==> src/rtl/stopwatch_bcd.sv <==
// Four-digit BCD stopwatch (SS.hh) running from the 5 MHz board clock.
// Two raw push-buttons are synchronised, debounced and edge-detected.
// The resulting pulses drive a RUN/STOP/IDLE state machine.
// A prescaler divides clk5 down to the 0.01 s count tick.
module stopwatch_bcd #(
    parameter int TICK_DIV  = 50000,
    parameter int DB_CYCLES = 50000
) (
    input  logic        clk5,
    input  logic        reset,
    input  logic        btnStartStop,
    input  logic        btnClear,
    output logic [15:0] dispVal,
    output logic        running
);

    localparam int PW = (TICK_DIV > 1) ? $clog2(TICK_DIV) : 1;
    localparam int DW = (DB_CYCLES > 1) ? $clog2(DB_CYCLES) : 1;
    localparam logic [PW-1:0] PRE_MAX = PW'(TICK_DIV - 1);
    localparam logic [DW-1:0] DB_MAX  = DW'(DB_CYCLES - 1);

    typedef enum logic [1:0] {
        IDLE = 2'd0,
        RUN  = 2'd1,
        STOP = 2'd2
    } state_t;

    // Button index 0 is start/stop, index 1 is clear.
    logic [1:0]    btn_raw;
    logic [1:0]    sync1;
    logic [1:0]    sync2;
    logic [1:0]    level;
    logic [1:0]    level_d;
    logic [1:0]    pulse;
    logic [DW-1:0] db_cnt [2];
    logic          ss_pulse;
    logic          clr_pulse;

    state_t        state_q;
    state_t        state_d;
    logic          clear_cnt;
    logic          tick;
    logic [PW-1:0] pre_q;
    logic [15:0]   bcd_next;
    logic          carry;

    assign btn_raw   = {btnClear, btnStartStop};
    assign ss_pulse  = pulse[0];
    assign clr_pulse = pulse[1];

    // Two-flop synchroniser bringing the raw buttons into the clk5 domain.
    // NOTE: sequential state uses non-blocking (<=) so every flop samples the pre-edge value of its source.
    always_ff @(posedge clk5) begin
        if (reset) begin
            sync1 <= 2'b00;
            sync2 <= 2'b00;
        end else begin
            sync1 <= btn_raw;
            sync2 <= sync1;
        end
    end

    // Debounce: accept a new level only after DB_CYCLES consecutive differing samples.
    // NOTE: the per-button counter array is only two entries, so it is reset like any other flop.
    always_ff @(posedge clk5) begin
        if (reset) begin
            level <= 2'b00;
            for (int i = 0; i < 2; i++) db_cnt[i] <= '0;
        end else begin
            for (int i = 0; i < 2; i++) begin
                if (sync2[i] != level[i]) begin
                    if (db_cnt[i] == DB_MAX) begin
                        level[i]  <= sync2[i];
                        db_cnt[i] <= '0;
                    end else begin
                        db_cnt[i] <= db_cnt[i] + 1'b1;
                    end
                end else begin
                    db_cnt[i] <= '0;
                end
            end
        end
    end

    // Registered rising-edge detector: one pulse per accepted press, none on release.
    always_ff @(posedge clk5) begin
        if (reset) begin
            level_d <= 2'b00;
            pulse   <= 2'b00;
        end else begin
            level_d <= level;
            pulse   <= level & ~level_d;
        end
    end

    // FSM state register.
    always_ff @(posedge clk5) begin
        if (reset) state_q <= IDLE;
        else       state_q <= state_d;
    end

    // FSM next state; clear takes priority over start/stop only when stopped.
    // NOTE: every output of a combinational block gets a default first, otherwise a latch is inferred.
    always_comb begin
        state_d   = state_q;
        clear_cnt = 1'b0;
        case (state_q)
            IDLE: begin
                if (ss_pulse)       state_d = RUN;
                else if (clr_pulse) clear_cnt = 1'b1;
            end
            RUN: begin
                if (ss_pulse) state_d = STOP;
            end
            STOP: begin
                if (clr_pulse) begin
                    state_d   = IDLE;
                    clear_cnt = 1'b1;
                end else if (ss_pulse) begin
                    state_d = RUN;
                end
            end
            default: state_d = IDLE;
        endcase
    end

    assign tick = (state_q == RUN) && (pre_q == PRE_MAX);

    // BCD increment with digit-to-digit carry; 99.99 rolls over to 00.00.
    always_comb begin
        bcd_next = dispVal;
        carry    = 1'b1;
        for (int d = 0; d < 4; d++) begin
            if (carry) begin
                if (bcd_next[4*d +: 4] == 4'd9) begin
                    bcd_next[4*d +: 4] = 4'd0;
                end else begin
                    bcd_next[4*d +: 4] = bcd_next[4*d +: 4] + 4'd1;
                    carry              = 1'b0;
                end
            end
        end
    end

    // Prescaler, displayed count and running flag.
    always_ff @(posedge clk5) begin
        if (reset) begin
            pre_q   <= '0;
            dispVal <= 16'h0000;
            running <= 1'b0;
        end else begin
            running <= (state_d == RUN);
            if (clear_cnt) begin
                pre_q   <= '0;
                dispVal <= 16'h0000;
            end else begin
                if (tick) dispVal <= bcd_next;
                if (state_q == RUN)
                    pre_q <= tick ? '0 : pre_q + 1'b1;
                else if (state_q == IDLE && ss_pulse)
                    pre_q <= '0;
            end
        end
    end

endmodule

==> config.mk <==
export PLATFORM = sky130hd
export DESIGN_NAME = stopwatch_bcd
export DESIGN_NICKNAME = d
export VERILOG_FILES = /design/src/rtl/stopwatch_bcd.sv
export SDC_FILE = /design/constraint.sdc
export NUM_CORES = 1
export LEC_CHECK = 0
export CELL_PAD_IN_SITES_DETAIL_PLACEMENT = 0
export CELL_PAD_IN_SITES_GLOBAL_PLACEMENT = 1
export CORE_MARGIN = 4
export CORE_UTILIZATION = 46
export DETAILED_ROUTE_END_ITERATION = 10
export PLACE_DENSITY_LB_ADDON = 0.1
export SYNTH_ARGS = -nofsm -noshare
export SYNTH_HDL_FRONTEND = slang
export SYNTH_SLANG_ARGS = --single-unit
==> constraint.sdc <==
create_clock -name clk5 -period 2.4 [get_ports clk5]
set_input_delay 0.36 -clock clk5 [delete_from_list [all_inputs] [get_ports clk5]]
set_output_delay 0.36 -clock clk5 [all_outputs]
set_load 0.02 [all_outputs]
After elaboration in Yosys (flattened, before gate mapping)
Memory sizes are Yosys's and may differ from the RTL's.
Index checks and enable logic that the tools add are counted.
- reduce and logical (&&, ||, !) cells: 10
- multiplexer cells: 49
- equal/unequal tests: 12
- bitwise gates (word level): 8
- $add $sub $neg: 7
- operators with widths (cell ; number):
    $mux W16 ; 9
    $add A16 B1 Y16 const B ; 3
    $eq A16 B16 Y1 const B ; 3
    $mux W1 ; 31
    $add A4 B1 Y4 const B ; 4
    $eq A4 B4 Y1 const B ; 4
    $mux W4 ; 4
    $reduce_and A2 Y1 ; 5
    $mux W2 ; 3
    $or A1 B1 Y1 ; 6
    $pmux W2 S3 ; 1
    $eq A2 B1 Y1 const B ; 2
    $and A2 B2 Y2 ; 1
    $eq A2 B2 Y1 const B ; 1
    $logic_and A1 B1 Y1 ; 2
    $logic_not A2 Y1 ; 1
    $ne A1 B1 Y1 ; 2
    $not A2 Y2 ; 1
    $pmux W1 S2 ; 1
    $reduce_bool A2 Y1 ; 1
    $reduce_or A2 Y1 ; 1
- bits in registers: 45
- RAM bits: 32
- output and inout port bits: 17
- logic and storage cells: 100
- memories kept: 1
- memory list (memory ; depth ; width ; rd ports ; clocked after Yosys merged registers in ; wr ports ; RTL line ; RTL):
    db_cnt ; 2 ; 16 ; 2 ; 0 ; 2 ; 35 ; logic [DW-1:0] db_cnt [2];

Longest topological paths before layout
- depth in word-level cells: 8
- depth in mapped cells: 8
- gate-level depth less buffers: 6

Worst setup path before layout
Ideal clock, no wire load.
- path kind: reg2reg
- start point: register dispVal[3]
- end point: register dispVal[13]
- library setup time: 0.070 ns
- clock period less this slack: 2.071 ns
- cell stages (with the launch flop): 7
- data required time: 2.330 ns
- arrival: 2.001 ns
- buffers on the path: 1
- slack: 0.329 ns
- path through: dfxtp_1 nor3b_1 nor4bb_1 clkbuf_1 nand4b_2 or4_1 a21oi_1
- word-level cells in the longest chain between the ends: 5
- ends and longest elaborated chain (what ; RTL line ; RTL):
    from (decl) ; 13 ; output logic [15:0] dispVal,
    from (signal assigned) ; 157 ; if (tick) dispVal <= bcd_next;
    $eq A4 B4 Y1 ; 135 ; if (bcd_next[4*d +: 4] == 4'd9) begin
    $mux W1 ; 135 ;
    $mux W1 (2 in series) ; 134 ; if (carry) begin
    $reduce_and A2 Y1 (no source line) ; n/a ;
No other way between the ends.
A chain may end at the register's enable or synchronous reset.

Worst setup path after layout
- start point: register pre_q[4]
- end point: register pre_q[11]
- word-level cells in the longest chain between the ends: 4
- elaborated cells on any way between the ends: 5
- ends and longest elaborated chain (what ; RTL line ; RTL):
    from (decl) ; 43 ; logic [PW-1:0] pre_q;
    from (signal assigned) ; 159 ; pre_q <= tick ? '0 : pre_q + 1'b1;
    parallel branches: the longest is 2 deep, another holds $add A16 B1 Y16 ; n/a ;
    $mux W16 (*) ; 159 ;
    $mux W16 (*) ; 158 ; if (state_q == RUN)
Mark *: on every way between the ends.

==> key figures <==
Status
  • Outcome: complete, no violations

Floorplanning
  • Die area: 9670 um2
  • Die height: 98.3 um
  • Core ar.: 7850 um2
  • Starting Density: 47.8%
  • Row Count: 32
  • Ports: 21
  • Die Width: 98.3 um

Final layout
  • Final nets: 471
  • Most frequent cells in the layout: nor2_1, dfxtp_1, nand2_1
  • Synthesis-to-finish area growth: 18.3%
  • Commonest non-fill, non-tap cell in the layout: nor2_1
  • Layout cells sized above 1: 6.61%
  • FILL cells: 762
  • N_diodes: 0

Timing
  • Final setup TNS: 0 ns
  • Normalized max-slew margin: 55.6%
  • RSZ-0062 raised after global routing: no
  • Tcrit/Tclk final: 86.6%
  • Tmin final: 2.08 ns
  • Max-slew violations: 0
  • Layout Skew: 0.00658 ns
  • Fmax: 481 MHz
  • Final hold vios: 0
  • Final setup fails: 0
  • Slew @ Worst Pin: 0.656 ns

Clock network
  • CTS root buf: clkbuf_8
  • # Post-CTS Setup Buffers: 0
  • Cts hold-fix bufs: 0
  • Clock-pin slew on the worst setup and hold paths: 0.08 ns
  • Worst-case clock buffer depth: 2
  • CTS sink cnt: 77
  • TritonCTS clock tree: yes
  • CTS buffer count: 9
  • H-tree levels: 3
  • Worst-skew pair later-pin latency: 0.33 ns
  • Post-CTS Resized: 0

Setup path
  • Startpoint Class: register
  • Reg2reg path depth: 6
  • FF-to-FF setup slack: 0.32 ns
  • Req. time, crit path: 2.68 ns
  • Worst EP arrival: 2.35 ns
  • R2r startpoint: pre_q[4]
  • Max Fanout on Critical Path: 9
  • Worst r2r dst: pre_q[11]
  • Crit Path Class: register to register
  • Crit. End Element: register

Routing
  • Post-route ant nets: 0
  • Avg WL per Cell: 12.3 um
  • Detailed Routing Iterations Pass 1: 4
  • Vias: 2,880
  • Residual DRC: 0
  • DRT iter0 DRCs: 52
  • Drt total wl: 7.00 mm
  • Vias per cell: 5.04

Yosys
  • Post-synth top area share: 25.6%
  • Seq/Total Area, Yosys: 49.6%
  • Adder-Cell Fraction of Synth Area: 1.00%
  • Ys flop type: dfxtp_1
  • Cells after synthesis: 402
  • Multiplexer share of the synthesized area: 0.534%
  • Asr flop ratio synth: 0%
  • Yosys warning total: 0
  • Post-synthesis compound-gate area fraction: 6.94%
  • EDFF count, synth: 32
  • Main combinational cell family by area after synthesis: simple AND/OR/NAND/NOR gates
  • Yosys reg bits: 77
  • Post-Synthesis Cell Area: 3750 um2
  • Cell variety after synth: 51
  • Synth area leader: edfxtp_1
  • Xor/xnor share of the synthesized area: 10.3%
  • Synth area leaders: edfxtp_1, dfxtp_1, nor2_1, xor2_1, xnor2_1
  • Syn avg cell area: 9.33 um2
  • Post-Synth Simple-Gate Area: 29.1%

Power and ir drop
  • Clock share of power: 40.1%
  • Pwr dens: 558 nW/um2
  • Sw Share: 21.4%
  • Gate power share: 2.9%
  • Flop pwr share: 57.0%
  • Pleak: 1.55 nW
  • Cell Int Power: 1.95 mW
  • PnR Total Power: 2.48 mW
  • Max VDD drop: 0.310 mV
  • P_sw: 530 uW

GRT
  • Vias in the first global route: 2,728
  • First-pass GRT wire length: 12.6 mm
  • GRT overflow: 0
  • Largest net degree at the start of global routing: 22
  • Initial antenna violation count: 0
  • GRT Util Overall: 15.7%

Job
  • Max-cap violations: 0

Placed design
  • Routability cong.: 0.790
  • Post-DP HPWL: 5.03 mm
  • Port-buffer cells: 20

Hold path
  • Worst Min Path Start: level_d[1]
  • Worst Hold End: pulse[1]
  • Worst Hold Class: register to register
  • Worst hold path cell count: 1
## critical path, cell delays in order, from the launching register on
cell and delay (ns):
dfxtp_1 0.44, or4bb_1 0.25, nor3_4 0.06, buf_4 0.18
a211o_1 0.35, or4b_2 0.64, nand3_1 0.10
## metrics by stage
| step | std cells | setup slack, ns | hold WS [ns] | cell area (um2) | util (%) |
|---|---|---|---|---|---|
| after detailed placement | 555 | 0.207 | 0.382 | 4230 | 53.9 |
| after floorplan | 433 | 0.329 | 0.367 | 3870 | - |
| after CTS | 571 | 0.316 | 0.393 | 4440 | 56.6 |
| after global routing | 571 | 0.156 | 0.432 | 4440 | 56.6 |
| final | 571 | 0.322 | 0.386 | 4440 | 56.6 |
| after global placement | 555 | 0.215 | 0.373 | 4230 | 53.9 |
## final cells by class
| class | count | area, um2 | share of cell area, % |
|---|---|---|---|
| clock buffer | 14 | 195 | 4.40 |
| clock inverter | 2 | 11.3 | 0.254 |
| inverter | 12 | 45.0 | 1.01 |
| multi-input combinational | 333 | 1920 | 43.2 |
| sequential | 77 | 1860 | 41.9 |
| tap | 102 | 128 | 2.87 |
| timing repair buffer | 31 | 283 | 6.37 |
## sequential cells by signal (all words and copies together), names as in the netlist
signal and flops:
db_cnt 32, dispVal 16, level 2, level_d 2
pre_q 16, pulse 2, running 1, state_q 2
sync1 2, sync2 2
## layer usage
| layer | track usage, % | up-vias | part of all wire (%) |
|---|---|---|---|
| met1 | 22.0 | 1332 | 53 |
| met5 | 0 | - | 0 |
| met2 | 23.8 | 23 | 44 |
| met4 | 6.30 | 0 | 0.89 |
| met3 | 3.07 | 4 | 2.0 |
| li1 | - | 1521 | - |
## power groups by stage
stage               clock, mW  combinational (mW)  sequential [mW]
floorplan                   0              0.0549             1.44
global placement            0              0.0714             1.44
detailed placement          0              0.0714             1.44
CTS                      1.03              0.0718             1.41
global route             1.08              0.0846             1.42
finish                  0.993              0.0718             1.41
## synth_stat cells, drive strengths merged (5+ instances only)
library cell and number:
nand2 35, clkbuf 9, xor2 24, edfxtp 32
and3 5, nor2 63, inv 12, a21oi 15
nor2b 17, nand3 28, o21ai 10, nor3 13
xnor2 20, nor4 5, or3 6, dfxtp 45
or4 5, nand4 12
## worst max path at each step
| stage | endpoint | from | cells past startpoint | slack [ns] |
|---|---|---|---|---|
| after floorplan | dispVal[13] | dispVal[3] | 6 | 0.33 |
| after global placement | pre_q[11] | reset | 5 | 0.21 |
| after detailed placement | pre_q[11] | reset | 5 | 0.21 |
| after CTS | dispVal[13] | pre_q[0] | 7 | 0.32 |
| after global routing | dispVal[13] | pre_q[0] | 7 | 0.16 |
| final | pre_q[11] | pre_q[4] | 6 | 0.32 |
## cell families (layout without fill, tap and decap cells)
kind of cell / after synthesis / count (layout)
AND/OR/NAND/NOR: 210 / 210
buffers and inverters: 23 / 59
XOR/XNOR: 44 / 44
adder cells (fa/ha/maj): 3 / 3
other: 1 / 32
flip-flops: 77 / 77
AO/OA/AOI/OAI: 42 / 42
multiplexers: 2 / 2
Power figures use the tool's default switching activity.
